[src/rtl/uart_pkg.sv]
// Shared UART definitions: receiver FSM state encodings and frame constants.
// Both the transmitter and the receiver import this package.
package uart_pkg;

  localparam int DATA_BITS            = 8;
  localparam int DEFAULT_CLKS_PER_BIT = 5208;

  typedef enum logic [2:0] {
    ST_IDLE      = 3'b000,
    ST_START     = 3'b001,
    ST_DATA      = 3'b010,
    ST_PARITY    = 3'b011,
    ST_STOP      = 3'b100,
    ST_LOAD      = 3'b101,
    ST_WAIT_IDLE = 3'b110
  } state_t;

endpackage

[src/rtl/uart_rx_fsm_if.sv]
// Receiver-side bundle: serial line in, received byte and status out,
// and the valid/ack handshake. master = receiver, slave = consumer.
interface uart_rx_fsm_if;
  import uart_pkg::*;

  logic                 rx;
  logic                 data_ack;
  logic [DATA_BITS-1:0] data_out;
  logic                 data_valid;
  logic                 parity_error;
  logic                 framing_error;
  logic                 overrun;
  logic                 busy;
  logic [2:0]           state;

  modport master (
    input  rx,
    input  data_ack,
    output data_out,
    output data_valid,
    output parity_error,
    output framing_error,
    output overrun,
    output busy,
    output state
  );

  modport slave (
    output rx,
    output data_ack,
    input  data_out,
    input  data_valid,
    input  parity_error,
    input  framing_error,
    input  overrun,
    input  busy,
    input  state
  );

endinterface

[src/rtl/uart_rx_sync.sv]
// Two-flop synchroniser for the asynchronous rx line plus a falling-edge
// detector on the synchronised value. All flops reset to the idle level (1)
// so that reset release never looks like a start edge.
module uart_rx_sync (
  input  logic clk,
  input  logic rst,
  input  logic rx,
  output logic rx_s,
  output logic fall
);

  logic meta;
  logic sync;
  logic prev;

  // Synchronise rx and keep one cycle of history for edge detection
  always_ff @(posedge clk or posedge rst) begin
    if (rst) begin
      meta <= 1'b1;
      sync <= 1'b1;
      prev <= 1'b1;
    end else begin
      meta <= rx;
      sync <= meta;
      prev <= sync;
    end
  end

  assign rx_s = sync;
  assign fall = prev & ~sync;

endmodule

[src/rtl/uart_rx_fsm.sv]
// UART receiver: 1 start bit, 8 data bits LSB first, optional even parity,
// 1 stop bit. Bits are sampled at mid-bit using a baud counter; the byte is
// presented on a level valid/ack handshake with parity, framing and overrun
// status. CLKS_PER_BIT must be at least 4.
module uart_rx_fsm
  import uart_pkg::*;
#(
  parameter int CLKS_PER_BIT = DEFAULT_CLKS_PER_BIT,
  parameter bit PARITY_EN    = 1'b1
) (
  input  logic          clk,
  input  logic          rst,
  uart_rx_fsm_if.master bus
);

  localparam int                BAUD_W    = $clog2(CLKS_PER_BIT);
  localparam logic [BAUD_W-1:0] BAUD_LAST = BAUD_W'(CLKS_PER_BIT - 1);
  localparam logic [BAUD_W-1:0] HALF_LAST = BAUD_W'(CLKS_PER_BIT / 2 - 1);
  localparam logic [2:0]        BIT_LAST  = 3'(DATA_BITS - 1);

  logic                 rx_s;
  logic                 fall;

  state_t               state_q;
  logic [BAUD_W-1:0]    baud_cnt;
  logic [2:0]           bit_cnt;
  logic [DATA_BITS-1:0] shift;
  logic                 par_acc;
  logic                 perr;
  logic                 ferr;

  logic [DATA_BITS-1:0] data_q;
  logic                 valid_q;
  logic                 perr_q;
  logic                 ferr_q;
  logic                 ovr_q;
  logic                 busy_q;

  logic                 bit_sample;

  uart_rx_sync u_sync (
    .clk  (clk),
    .rst  (rst),
    .rx   (bus.rx),
    .rx_s (rx_s),
    .fall (fall)
  );

  assign bit_sample = (baud_cnt == BAUD_LAST);

  // Receive FSM with inline baud/bit counters and registered outputs
  always_ff @(posedge clk or posedge rst) begin
    if (rst) begin
      state_q  <= ST_IDLE;
      baud_cnt <= '0;
      bit_cnt  <= '0;
      shift    <= '0;
      par_acc  <= 1'b0;
      perr     <= 1'b0;
      ferr     <= 1'b0;
      data_q   <= '0;
      valid_q  <= 1'b0;
      perr_q   <= 1'b0;
      ferr_q   <= 1'b0;
      ovr_q    <= 1'b0;
      busy_q   <= 1'b0;
    end else begin
      // An ack only counts while a byte is pending; LOAD below overrides it.
      if (bus.data_ack && valid_q) begin
        valid_q <= 1'b0;
        ovr_q   <= 1'b0;
      end

      case (state_q)
        ST_IDLE: begin
          if (fall) begin
            state_q  <= ST_START;
            baud_cnt <= '0;
            busy_q   <= 1'b1;
          end
        end

        ST_START: begin
          if (baud_cnt == HALF_LAST) begin
            if (rx_s) begin
              state_q <= ST_IDLE;
              busy_q  <= 1'b0;
            end else begin
              state_q  <= ST_DATA;
              baud_cnt <= '0;
              bit_cnt  <= '0;
              par_acc  <= 1'b0;
              perr     <= 1'b0;
            end
          end else begin
            baud_cnt <= baud_cnt + 1'b1;
          end
        end

        ST_DATA: begin
          if (bit_sample) begin
            baud_cnt <= '0;
            shift    <= {rx_s, shift[DATA_BITS-1:1]};
            par_acc  <= par_acc ^ rx_s;
            bit_cnt  <= bit_cnt + 3'd1;
            if (bit_cnt == BIT_LAST) begin
              state_q <= PARITY_EN ? ST_PARITY : ST_STOP;
            end
          end else begin
            baud_cnt <= baud_cnt + 1'b1;
          end
        end

        ST_PARITY: begin
          if (bit_sample) begin
            baud_cnt <= '0;
            perr     <= par_acc ^ rx_s;
            state_q  <= ST_STOP;
          end else begin
            baud_cnt <= baud_cnt + 1'b1;
          end
        end

        ST_STOP: begin
          if (bit_sample) begin
            baud_cnt <= '0;
            ferr     <= ~rx_s;
            state_q  <= ST_LOAD;
          end else begin
            baud_cnt <= baud_cnt + 1'b1;
          end
        end

        ST_LOAD: begin
          data_q  <= shift;
          perr_q  <= perr;
          ferr_q  <= ferr;
          valid_q <= 1'b1;
          if (valid_q && !bus.data_ack) begin
            ovr_q <= 1'b1;
          end
          state_q <= ferr ? ST_WAIT_IDLE : ST_IDLE;
          busy_q  <= ferr;
        end

        ST_WAIT_IDLE: begin
          if (rx_s) begin
            state_q <= ST_IDLE;
            busy_q  <= 1'b0;
          end
        end

        default: begin
          state_q <= ST_IDLE;
          busy_q  <= 1'b0;
        end
      endcase
    end
  end

  assign bus.data_out      = data_q;
  assign bus.data_valid    = valid_q;
  assign bus.parity_error  = perr_q;
  assign bus.framing_error = ferr_q;
  assign bus.overrun       = ovr_q;
  assign bus.busy          = busy_q;
  assign bus.state         = state_q;

endmodule

[src/flat_wrapper.sv]
// flat-port wrapper written by rule: the top's interface ports become plain ports
module uart_rx_fsm_flat import uart_pkg::*;
#(
  parameter int CLKS_PER_BIT = DEFAULT_CLKS_PER_BIT,
  parameter bit PARITY_EN    = 1'b1
)
  (clk, rst, bus_rx, bus_data_ack, bus_data_out, bus_data_valid, bus_parity_error, bus_framing_error, bus_overrun, bus_busy, bus_state);
  uart_rx_fsm_if bus_i ();
  input  logic clk;
  input  logic rst;
  input wire logic [$bits(bus_i.rx)-1:0] bus_rx;
  input wire logic [$bits(bus_i.data_ack)-1:0] bus_data_ack;
  output wire logic [$bits(bus_i.data_out)-1:0] bus_data_out;
  output wire logic [$bits(bus_i.data_valid)-1:0] bus_data_valid;
  output wire logic [$bits(bus_i.parity_error)-1:0] bus_parity_error;
  output wire logic [$bits(bus_i.framing_error)-1:0] bus_framing_error;
  output wire logic [$bits(bus_i.overrun)-1:0] bus_overrun;
  output wire logic [$bits(bus_i.busy)-1:0] bus_busy;
  output wire logic [$bits(bus_i.state)-1:0] bus_state;
  assign bus_i.rx = bus_rx;
  assign bus_i.data_ack = bus_data_ack;
  assign bus_data_out = bus_i.data_out;
  assign bus_data_valid = bus_i.data_valid;
  assign bus_parity_error = bus_i.parity_error;
  assign bus_framing_error = bus_i.framing_error;
  assign bus_overrun = bus_i.overrun;
  assign bus_busy = bus_i.busy;
  assign bus_state = bus_i.state;
  uart_rx_fsm #(.CLKS_PER_BIT(CLKS_PER_BIT), .PARITY_EN(PARITY_EN)) u_core (.clk(clk), .rst(rst), .bus(bus_i));
endmodule
[config.mk]
export PLATFORM = sky130hd
export DESIGN_NAME = uart_rx_fsm_flat
export DESIGN_NICKNAME = d
export VERILOG_FILES = /design/src/rtl/uart_pkg.sv /design/src/rtl/uart_rx_fsm_if.sv /design/src/rtl/uart_rx_sync.sv /design/src/rtl/uart_rx_fsm.sv /design/src/flat_wrapper.sv
export SDC_FILE = /design/constraint.sdc
export NUM_CORES = 1
export LEC_CHECK = 0
export ABC_AREA = 1
export CAP_MARGIN = 30
export CORE_ASPECT_RATIO = 1.75
export CORE_MARGIN = 1
export CORE_UTILIZATION = 55
export CTS_CLUSTER_DIAMETER = 150
export DETAILED_ROUTE_END_ITERATION = 16
export GPL_TIMING_DRIVEN = 0
export PLACE_DENSITY = 0.73
export SETUP_SLACK_MARGIN = 0.4
export SYNTH_ARGS = -nofsm -noshare
export SYNTH_HDL_FRONTEND = slang
export SYNTH_HIERARCHICAL = 1
export SYNTH_SLANG_ARGS = --single-unit
[constraint.sdc]
create_clock -name clk -period 4.55 [get_ports clk]
set_input_delay 0.455 -clock clk [delete_from_list [all_inputs] [get_ports clk]]
set_output_delay 0.455 -clock clk [all_outputs]
set_load 0.005 [all_outputs]
== Word level (Yosys, flattened, before mapping) ==
Cells that the tools add are included.
Operators by class
  add/subtract/negate cells: 2
  reductions and logical operators: 16
  eq/ne operators: 18
  mux-type cells: 33
  bitwise logic cells: 4
Operator list (count)
  two-way mux 13 bit: 4
  case mux 13 bit (3 select lines): 1
  two-way mux 3 bit: 11
  case mux 3 bit (7 select lines): 1
  adder 13 x 1 -> 13 bit, second input constant: 1
  equality test 13 x 12 -> 1 bit, second input constant: 1
  equality test 13 bit, second input constant: 1
  equality test 3 bit, second input constant: 4
  inequality test 2 x 1 -> 1 bit, second input constant: 6
  two-way mux 1 bit: 11
  AND reduction 4 bit: 2
  AND reduction 7 bit: 1
  equality test 3 x 2 -> 1 bit, second input constant: 2
  case mux 3 bit (2 select lines): 1
  AND reduction 3 bit: 2
  nonzero test 2 bit: 3
  case mux 1 bit (5 select lines): 1
  inequality test 2 bit, second input constant: 2
  case mux 1 bit (2 select lines): 2
  AND reduction 2 bit: 2
  adder 3 x 1 -> 3 bit, second input constant: 1
  equality test 3 x 1 -> 1 bit, second input constant: 1
  zero test 3 bit: 1
  inequality test 3 bit, second input constant: 1
  8 further kinds: 10
Storage, ports and cells
  flip-flop bits (word level): 46
  input bits: 4
  logic and storage cells: 89

== Longest topological paths before layout ==
Gate-level depths: netlist of run 1.
  depth in word-level cells: 4
  gate-level depth with buffers: 10

== Cells and area by module ==
Netlist of run 1, hierarchy kept.
Modules (own cells, without submodules)
  uart_rx_fsm: cells each 301, sequential area each 1076.0 um^2, area an instance 2384.8 um^2, instances 1
  uart_rx_sync: cells each 6, sequential area each 78.8 um^2, area an instance 92.6 um^2, instances 1

== Least setup slack after synthesis of run 1 ==
Ideal clock, no wire load.
  path kind: reg-to-reg
  from: register u_core.baud_cnt[0]
  to: register u_core.shift[0]
  data arrival time: 1.331 ns
  buffers on the path: 1
  setup time: 0.117 ns
  period minus slack after synthesis: 1.448 ns
  cell stages (with the launch flop): 9
  setup slack: 3.102 ns
  cells stage by stage: dfrtp_1 -> ha_1 -> nand2_2 -> nor2_4 -> and2_4 -> nand3_4 -> buf_6 -> nand2_2 -> o21ai_2
Between the ends
  longest elaborated chain between the ends: 2
RTL lines
  start, declared: line uart_rx_fsm.sv:25  | logic [BAUD_W-1:0] baud_cnt;
  start signal, assigned: line uart_rx_fsm.sv:96  | baud_cnt <= baud_cnt + 1'b1;
  start signal, assigned: line uart_rx_fsm.sv:110  | baud_cnt <= baud_cnt + 1'b1;
  start signal, assigned: line uart_rx_fsm.sv:120  | baud_cnt <= baud_cnt + 1'b1;
  equality test 13 bit: line uart_rx_fsm.sv:49  | assign bit_sample = (baud_cnt == BAUD_LAST);
  AND reduction 2 bit (no line)
  end signal, assigned: line uart_rx_fsm.sv:103  | shift <= {rx_s, shift[DATA_BITS-1:1]};
  end, declared: line uart_rx_fsm.sv:27  | logic [DATA_BITS-1:0] shift;
No other way between the ends.
A chain may end at the register's enable or synchronous reset.

== Worst setup path in the final report of run 1 ==
  from: register u_core.state_q[1] (netlist: u_core/bus.state[1])
  to: output port bus_state[1]
RTL lines
  start, declared: line uart_rx_fsm.sv:24  | state_t state_q;
  start signal, assigned: line uart_rx_fsm.sv:107  | state_q <= PARITY_EN ? ST_PARITY : ST_STOP;
  start signal, assigned: line uart_rx_fsm.sv:142  | state_q <= ferr ? ST_WAIT_IDLE : ST_IDLE;
  end, declared: line flat_wrapper.sv:19  | output wire logic [$bits(bus_i.state)-1:0] bus_state;
No word-level cell between the ends.

==> impl_results.md, run 1 <==
* Post-synth top area share at 43.4%
* CTS clock-pin slew for the worst setup and hold paths at 0.08 ns
* Final Power at 1310 uW
* Critical Path End Type: output pin
* DRC at 0
* Share of layout cells above drive strength 1 at 17.3%
* Area contributors post-synth: dfrtp_1 (43%), nand2_1 (16%), nand3_1 (4.6%), inv_1 (4.2%), dfstp_2 (3.2%)
* Placeable core area at 4360 um^2
* Final min period at 1.77 ns
* Hold Buf Count CTS at 0
* Starting density of the core at 56.8%
* Fin. Hold Viols at 0
* WL per Instance at 12.1 um
* Total of max-cap violations at 0
* Vias in the first global route at 1,918
* I/O Buffers at 19
* Vias per cell at 5.17
* Worst path depth at 1
* Register area share after synthesis at 46.6%
* Slew headroom at 68.2%
* Hold Path Class: flop to flop
* WL final at 4660 um
* Fin. max-slew vios at 0
* Peak VDD IR at 382 uV
* Post_cts resized at 0
* Seq cells post-synth at 46
* Setup Skew at 0.00452 ns
* Slew of the pin with the lowest slew margin at 0.477 ns
* # clock sinks at 46
* Num CTS Buffers at 5
* Critical path required time at 4.09 ns
* Max Freq at 566 MHz
* Fin crit share at 38.8%
* Setup crit start kind: flop
* CP delay by family, top: buffers and inverters
* Leading area contributor after synthesis: dfrtp_1
* DR pass1 iterations at 4
* Synthesis-to-finish area growth at 15.8%
* Outcome: finished, final reports clean
* Mapped cell area at 2480 um^2
* N_diodes at 0
* RSZ-0062 raised after global routing: no
* Reg2Reg Depth at 9
* Setup Fix Bufs, Post-CTS at 0
* GR Util All Layers at 22.5%
* CTS max path bufs at 2
* IO Pins at 20
* Pin count of the biggest net entering global routing at 25
* P_leak at 0.00145 uW
* Crit-path max FO at 6
* WHS Path Cells at 0
* Global-route wire length before repair at 8140 um
* DP HPWL at 3660 um
* Cell Rows at 32
* Final Setup Violations at 0
* Worst path max stage delay at 0.55 ns
* Final core area utilization at 65.7%
* Total grt overflow at 0
* H-tree levels at 2
* Syn avg cell area at 8.07 um^2
* Crit-path slowest cell: clkdlybuf4s50_1
* Buf+Inv Stages, Crit Path at 1
* NumNets Final at 341
* CTS tree: built
* Synth cell types at 29
* Crit path cell chain: clkdlybuf4s50_1
* Via count at 1,996
* GPL Wtd Cong at 0.863
* Kind of critical path: flop to output pin
* Die height at 90.8 um
* Die area at 4790 um^2
* Post-Syn Instances at 307
* Initial antenna violation count at 0
* Worst skew pair latency at 0.29 ns
* Synthesized net count at 314
* Root Driver: clkbuf_8
* CP arrival at 1.31 ns
* Power density over the cells at 458 nW/um^2
* Yosys Warn Count at 6
* Setup TNS at 0 ns
* Iter 0 DRT Violations at 34
* Die Width at 52.7 um
* Post-route ant nets at 0
[area by class of cell]
type / count / area, um^2
Clock inverter: 3 / 40.0
Tap cell: 51 / 63.8
Inverter: 35 / 131
Fill cell: 397 / 1500
Multi-Input combinational cell: 218 / 1130
Clock buffer: 5 / 68.8
Sequential cell: 46 / 1150
Timing Repair Buffer: 20 / 218
Buffer: 8 / 65.1
[cells in the mapped netlist (all sizes together)]
cell type / count
a21oi: 2
a2bb2oi: 1
and2: 1
buf: 8
dfrtp: 43
dfstp: 3
ha: 3
inv: 35
nand2: 115
nand3: 28
nand3b: 2
nand4: 10
nor2: 26
nor3: 3
o21ai: 18
or2: 2
xnor2: 1
xor2: 6
[path summary, 6_finish.rpt]
kind	startpoint	to	slack, ns
worst min register to register	u_core/u_sync/meta	u_core/u_sync/rx_s	0.36
worst max-delay path	u_core/bus.state[1]	bus_state[1]	2.78
max in group asynchronous	rst	u_core/par_acc	3.56
worst min-delay path	u_core/u_sync/meta	u_core/u_sync/rx_s	0.36
min in group asynchronous	rst	u_core/baud_cnt[1]	0.52
worst max register to register	u_core/baud_cnt[0]	u_core/baud_cnt[9]	2.91
[through the flow]
| step | instances | setup slack (ns) | hold slack [ns] | area [um^2] |
|---|---|---|---|---|
| after floorplan | 307 | 3.09 | 0.345 | 2480 |
| after global placement | 377 | 2.16 | 0.346 | 2730 |
| after detailed placement | 378 | 2.91 | 0.347 | 2760 |
| after CTS | 386 | 2.76 | 0.359 | 2870 |
| after global routing | 386 | 2.72 | 0.362 | 2870 |
| final | 386 | 2.78 | 0.359 | 2870 |
[layout by cell type (no fill, tap or decap), drive strengths merged]
cell	netlist	final
and2	1	1
ha	3	3
dfrtp	43	43
nand2	115	115
clkdlybuf4s50	0	19
dfstp	3	3
nand4	10	10
nand3b	2	2
nor2	26	26
a2bb2oi	1	1
inv	35	35
bufinv	0	1
nand3	28	28
o21ai	18	18
xnor2	1	1
nor3	3	3
clkbuf	0	5
or2	2	2
a21oi	2	2
clkinv	0	2
buf	8	9
xor2	6	6
[metal layers]
layer	routed length (um)	global-route usage [%]
met4	131	8.55
met3	84	3.70
met2	2660	41.6
met1	1790	24.0
met5	0	0
[kinds of logic (layout without fill, tap and decap cells)]
| kind of cell | count (synthesis) | count (layout) | share of synthesized area, % |
|---|---|---|---|
| XOR/XNOR | 7 | 7 | 2.47 |
| adder cells (fa/ha/maj) | 3 | 3 | 1.52 |
| flip-flops | 46 | 46 | 46.6 |
| AO/OA/AOI/OAI | 21 | 21 | 5.61 |
| AND/OR/NAND/NOR | 187 | 187 | 35.9 |
| buffers and inverters | 43 | 71 | 7.93 |
[sequential cells by signal, indices dropped and copies added (netlist names), 3 cells and up, named ones only]
name                 count
u_core/baud_cnt         13
u_core/bus.data_out      8
u_core/shift             8
u_core/bit_cnt           3
u_core/bus.state         3
[where the power goes]
group	leakage (uW)	internal [uW]	switching [uW]
combinational	0.000775	205	321
clock	0.0000579	162	131
sequential	0.000621	456	39.2
total	0.00145	823	491
No activity file was read; power rests on OpenSTA's default activity.
==> run 2, diff against run 1 <==
--- a/config.mk
+++ b/config.mk
@@ -9,11 +9,11 @@
 export CAP_MARGIN = 30
 export CORE_ASPECT_RATIO = 1.75
 export CORE_MARGIN = 1
-export CORE_UTILIZATION = 55
+export CORE_UTILIZATION = 52
 export CTS_CLUSTER_DIAMETER = 150
 export DETAILED_ROUTE_END_ITERATION = 16
 export GPL_TIMING_DRIVEN = 0
-export PLACE_DENSITY = 0.73
+export PLACE_DENSITY = 0.72
 export SETUP_SLACK_MARGIN = 0.4
 export SYNTH_ARGS = -nofsm -noshare
 export SYNTH_HDL_FRONTEND = slang
==> constraint.sdc (replaced) <==
create_clock -name clk -period 1.6 [get_ports clk]
set_input_delay 0.16 -clock clk [delete_from_list [all_inputs] [get_ports clk]]
set_output_delay 0.16 -clock clk [all_outputs]
set_load 0.005 [all_outputs]
==> impl_results.md, run 2 (synthesis results as in run 1) <==
* Setup crit start kind: flop
* Max layer used: met4
* Final Power at 5110 uW (+290%)
* WL met1 at 2320 um (+29%)
* P_leak at 0.00186 uW (+28%)
* R2r setup slk at 0.07 ns (-2.84 ns)
* Crit-path max FO at 6 (unchanged)
* Die Width at 54.2 um (+2.7%)
* Die area at 5060 um^2 (+5.6%)
* RSZ-0062 raised after global routing: yes
* Cell Rows at 32 (unchanged)
* CTS max path bufs at 2 (unchanged)
* CTS clock-pin slew for the worst setup and hold paths at 0.09 ns (about the same)
* Via count at 2,363 (+18%)
* Slew of the pin with the lowest slew margin at 0.367 ns (-0.110 ns)
* DR pass1 iterations at 4 (unchanged)
* RR Startpoint: u_core/baud_cnt[11]
* Critical Path Start: u_core/baud_cnt[11]
* Final min period at 1.53 ns
* Root Driver: clkbuf_8
* Placed insts at 378 (unchanged)
* Most frequent cells in the layout: nand2_1 (74), dfrtp_1 (38), buf_4 (35)
* NumNets Final at 389 (+14%)
* Most flops, register: u_core/baud_cnt
* WL final at 6720 um (+44%)
* Num CTS Buffers at 5 (unchanged)
* Iter 0 DRT Violations at 64 (+88%)
* DP HPWL at 3690 um (+0.86%)
* Global-route wire length before repair at 9730 um (+20%)
* Critical Path End Type: flop
* CTS tree: built
* IO Pins at 20 (unchanged)
* GPL Wtd Cong at 0.903 (+4.7%)
* Reg2Reg Depth at 8 (-1)
* WL per Instance at 15.5 um (+28%)
* Peak VDD IR at 1210 uV (+220%)
* Final std cells w/o fill at 434 (+12%)
* Pin count of the biggest net entering global routing at 30 (+20%)
* Final core area utilization at 80.4% (+15 points)
* Final instance area at 3610 um^2 (+26%)
* CP arrival at 1.73 ns (+0.42 ns)
* Setup WS pre-CTS at 0.0515 ns (-2.86 ns)
* Fin. Hold Viols at 0 (unchanged)
* Kind of critical path: flop to flop
* DRC at 0 (unchanged)
* Hold Path Class: input port to asynchronous set/reset pin
* Power density over the cells at 1420 nW/um^2 (+210%)
* Vias in the first global route at 2,280 (+19%)
* Number of flip-flops in the largest register at 13 (unchanged)
* GR Util All Layers at 26.2% (+3.7 points)
* Outcome: finished, final reports clean
* Synthesis-to-finish area growth at 45.6%
* WL met3 at 194 um (+130%)
* RR Endpoint: u_core/shift[1]
* Dpl cell area at 2790 um^2 (+1.0%)
* Die height at 93.3 um (+2.8%)
* Total grt overflow at 0 (unchanged)
* Post-route ant nets at 0 (unchanged)
* # clock sinks at 46 (unchanged)
* H-tree levels at 2 (unchanged)
* Fin crit share at 95.5%
* Total of max-cap violations at 0 (unchanged)
* I/O Buffers at 19 (unchanged)
* Fin. max-slew vios at 0 (unchanged)
* Most common cell after layout, fill and taps aside: nand2_1
* Final Setup Violations at 0 (unchanged)
* Starting density of the core at 55.2% (-1.5 points)
* Met2 wire length at 3910 um (+47%)
* Share of layout cells above drive strength 1 at 44.4% (+27 points)
* Slew headroom at 75.5% (+7.3 points)
* Vias per cell at 5.44 (+5.3%)
* Initial antenna violation count at 0 (unchanged)
* Max Freq at 655 MHz
* N_diodes at 0 (unchanged)
* Final WS setup at 0.0723 ns (-2.71 ns)
* Worst skew pair latency at 0.30 ns (about the same)
* Setup Skew at 0.00713 ns (+0.00260 ns)
* Critical path required time at 1.80 ns (-2.29 ns)
* Placeable core area at 4480 um^2 (+2.8%)
## run 2: changes by cell type in the layout (fill, tap and decap cells not counted), sizes merged
| cell | before | now |
|---|---|---|
| buf | 9 | 55 |
| clkdlybuf4s50 | 19 | 3 |
| dlygate4sd2 | 0 | 15 |
| clkinv | 2 | 0 |
| clkinvlp | 0 | 2 |
| clkbuf | 5 | 6 |
| clkdlybuf4s15 | 0 | 1 |
| nand3 | 28 | 29 |
## run 2: critical path, stage by stage (launching register included)
cell and delay, ns:
dfrtp_1 0.43, inv_1 0.13, nand2_1 0.12, nor2_4 0.17, and2_4 0.18, nand3_4 0.12
buf_12 0.17, nand2_2 0.05, o21ai_2 0.04
## run 2: what timing repair did
item / CTS / global route
setup endpoints to repair: 58 / 43
gates cloned: 3 / 3
resized for setup: 66 / 65
setup buffers: 24 / 18
hold buffers: 0 / 0
pin swaps: 15 / 22
## run 2: how the worst max path moves through the flow
stage | slack (ns) | endpoint
after global routing | 0.03 | u_core/ferr
after CTS | 0.15 | u_core/shift[1]
final | 0.07 | u_core/shift[1]
after detailed placement | 0.05 | u_core/baud_cnt[4]
after global placement | -0.49 | u_core/baud_cnt[3]
after floorplan | 0.25 | u_core/shift[0]
## run 2: layout make-up
class	count	area (um^2)
Timing Repair Buffer	67	621
Multi-Input combinational cell	219	1400
Tap cell	51	63.8
Inverter	35	146
Fill cell	297	877
Buffer	8	98.8
Clock buffer	5	68.8
Clock inverter	3	45.0
Sequential cell	46	1160
## run 2: per-stage QoR
| stage | setup TNS, ns | hold slack [ns] |
|---|---|---|
| after floorplan | 0 | 0.0933 |
| after global placement | -20.76 | 0.347 |
| after detailed placement | 0 | 0.352 |
| after CTS | 0 | 0.178 |
| after global routing | 0 | 0.230 |
| final | 0 | 0.168 |
## run 2: power by group
part / switching, uW / internal, uW / leakage, uW
Sequential: 116 / 1300 / 0.000614
Combinational: 1530 / 1280 / 0.00120
Clock: 413 / 465 / 0.0000504
Total: 2060 / 3050 / 0.00186
## run 2: layer usage
| layer | up-vias | track usage (%) |
|---|---|---|
| met5 | - | 0 |
| met4 | 0 | 12.0 |
| met3 | 27 | 3.90 |
| met2 | 62 | 48.9 |
| met1 | 1148 | 26.3 |
| li1 | 1126 | - |
==> run 3, diff against run 2 <==
==> constraint.sdc (replaced) <==
create_clock -name clk -period 1.3 [get_ports clk]
set_input_delay 0.13 -clock clk [delete_from_list [all_inputs] [get_ports clk]]
set_output_delay 0.13 -clock clk [all_outputs]
set_load 0.005 [all_outputs]
==> impl_results.md, run 3 (synthesis results as in run 1) <==
* Filler cell count at 291 (-2.0%)
* Worst Hold Launch: bus_rx
* Power density over the cells at 1730 nW/um^2 (+22%)
* Slew headroom at 64.9% (-11 points)
* Post-route ant nets at 0 (unchanged)
* Setup crit start kind: flop
* Peak VDD IR at 1780 uV (+47%)
* GR Util All Layers at 26.0% (-0.18 points)
* Hold Path Class: input port to flop
* DRC at 0 (unchanged)
* Num CTS Buffers at 5 (unchanged)
* Via count at 2,460 (+4.1%)
* Global-route wire length before repair at 9410 um (-3.3%)
* NumNets Final at 397 (+2.1%)
* Die height at 93.3 um (unchanged)
* Vias per cell at 5.57 (+2.2%)
* Placeable core area at 4480 um^2 (unchanged)
* Area taken by multi-input logic gates at 1460 um^2 (+4.2%)
* Fin. Hold Viols at 0 (unchanged)
* I/O Buffers at 19 (unchanged)
* WHS Path Cells at 1
* H-tree levels at 2 (unchanged)
* CTS clock-pin slew for the worst setup and hold paths at 0.09 ns (about the same)
* WL per Instance at 16.1 um (+3.8%)
* Max Freq at 646 MHz (-1.3%)
* Hold Crit Endpoint: u_core/u_sync/meta
* RSZ-0062 raised after global routing: yes
* Kind of critical path: flop to flop
* Total of max-cap violations at 0 (unchanged)
* Failing checks: negative setup slack
* Final WS setup at -0.248 ns (-0.321 ns)
* Die Width at 54.2 um (unchanged)
* RR Endpoint: u_core/par_acc
* RR Startpoint: u_core/baud_cnt[1]
* Initial antenna violation count at 0 (unchanged)
* Final core area utilization at 81.8% (+1.3 points)
* Cell Rows at 32 (unchanged)
* Dpl cell area at 2790 um^2 (+0.18%)
* Critical Path End Type: flop
* N_diodes at 0 (unchanged)
* P_leak at 0.00185 uW (-0.40%)
* Setup TNS at -5.07 ns (-5.07 ns)
* CP arrival at 1.80 ns (+0.07 ns)
* Die area at 5060 um^2 (unchanged)
* Number of flip-flops in the largest register at 13 (unchanged)
* Crit-path slowest cell: dfrtp_1
* Root Driver: clkbuf_8
* Worst path max stage delay at 0.40 ns (-0.03 ns)
* Fin. max-slew vios at 0 (unchanged)
* Seq. cell area at 1160 um^2 (unchanged)
* Worst skew pair latency at 0.31 ns (about the same)
* Synthesis-to-finish area growth at 48.0%
* Fin crit share at 119% (+24 points)
* Vias in the first global route at 2,154 (-5.5%)
* WL final at 7110 um (+5.7%)
* Most flops, register: u_core/baud_cnt
* Crit path cell chain: ha_4 -> nand2_4 -> nor2_4 -> and2_4 -> nand3_4 -> or2_0 -> nand2_1
* Most common cell after layout, fill and taps aside: nand2_1
* DR pass1 iterations at 4 (unchanged)
* Slew of the pin with the lowest slew margin at 0.526 ns (+0.158 ns)
* Total grt overflow at 0 (unchanged)
* Reg2Reg Depth at 7 (-1)
* DP HPWL at 3740 um (+1.2%)
* R2r setup slk at -0.25 ns (-0.32 ns)
* IO Pins at 20 (unchanged)
* GPL Wtd Cong at 0.868 (-4.0%)
* Iter 0 DRT Violations at 72 (+13%)
* Most frequent cells in the layout: nand2_1 (66), buf_4 (39), nand2_2 (38), dfrtp_1 (38), buf_6 (23)
* CTS max path bufs at 2 (unchanged)
* Final std cells w/o fill at 442 (+1.8%)
* Final Setup Violations at 31 (+31)
* Starting density of the core at 55.2% (unchanged)
* Pin count of the biggest net entering global routing at 23 (-23%)
* Share of layout cells above drive strength 1 at 52.7% (+8.3 points)
* Final min period at 1.55 ns (+0.0208 ns)
* # clock sinks at 46 (unchanged)
* Final instance area at 3670 um^2 (+1.7%)
* Outcome: finished with violations
* Placed insts at 377 (-0.26%)
* Final Power at 6340 uW (+24%)
* Crit-path max FO at 7 (+1)
* Critical path required time at 1.55 ns (-0.25 ns)
* Setup Skew at 0.00979 ns (+0.00266 ns)
* CTS tree: built
-- run 3: changes by cell type in the layout (fill, tap and decap cells not counted), moves of 3 or more --
cell / delta
dlygate4sd2_1: -15
buf_2: +14
nand2_1: -8
buf_6: +7
nand2_2: +7
buf_4: +4
nand3_2: -4
buf_12: -3
nand3_4: +3
nor2_1: -3
nor2_4: +3
o21ai_1: +3
-- run 3: how the worst max path moves through the flow --
stage,startpoint,end,slack (ns),depth (start not counted)
after floorplan,u_core/baud_cnt[1],u_core/shift[0],-0.05,8
after global placement,u_core/baud_cnt[8],u_core/baud_cnt[9],-0.23,9
after detailed placement,u_core/baud_cnt[1],u_core/baud_cnt[9],-0.24,9
after CTS,u_core/baud_cnt[0],u_core/shift[4],-0.23,8
after global routing,u_core/baud_cnt[1],u_core/par_acc,-0.30,7
final,u_core/baud_cnt[1],u_core/par_acc,-0.25,7
-- run 3: area by class of cell --
type / instances / share of cell area [%]
Buffer: 8 / 2.66
Clock buffer: 5 / 1.88
Clock inverter: 3 / 0.682
Inverter: 35 / 4.09
Multi-Input combinational cell: 218 / 39.8
Sequential cell: 46 / 31.7
Tap cell: 51 / 1.74
Timing Repair Buffer: 75 / 17.2
Timing Repair inverter: 1 / 0.205
-- run 3: what timing repair did --
| action | CTS | global route |
|---|---|---|
| setup endpoints to repair | 102 | 59 |
| gates resized for setup | 116 | 72 |
| cloned | 5 | 1 |
| buffers inserted | 19 | 32 |
| hold buffers | 0 | 0 |
| pin swaps | 13 | 29 |
-- run 3: per-stage QoR --
stage | setup WS [ns] | hold slack, ns
2_1_floorplan | -0.0545 | 0.0633
6_report | -0.248 | 0.236
5_1_grt | -0.305 | 0.245
3_3_place_gp | -0.233 | 0.346
3_5_place_dp | -0.243 | 0.351
4_1_cts | -0.225 | 0.230
-- run 3: metal layers --
| layer | up-vias | wire length [um] | global-route usage, % |
|---|---|---|---|
| li1 | 1148 | - | - |
| met1 | 1203 | 2450 | 24.3 |
| met2 | 78 | 4060 | 47.7 |
| met3 | 31 | 215 | 4.55 |
| met4 | 0 | 377 | 16.5 |
| met5 | - | 0 | 0 |
-- run 3: power breakdown --
group | switching [uW] | internal [uW] | leakage, uW | total (uW)
Sequential | 152 | 1600 | 0.000614 | 1760
Clock | 518 | 388 | 0.0000447 | 906
Combinational | 2070 | 1610 | 0.00120 | 3670
-- run 3: worst max-delay path, delay by kind of cell (launching register included) --
| family | cells | cell delay, ns |
|---|---|---|
| adders and majority gates | 1 | 0.20 |
| and+or+nand+nor | 6 | 0.90 |
| DFF | 1 | 0.40 |
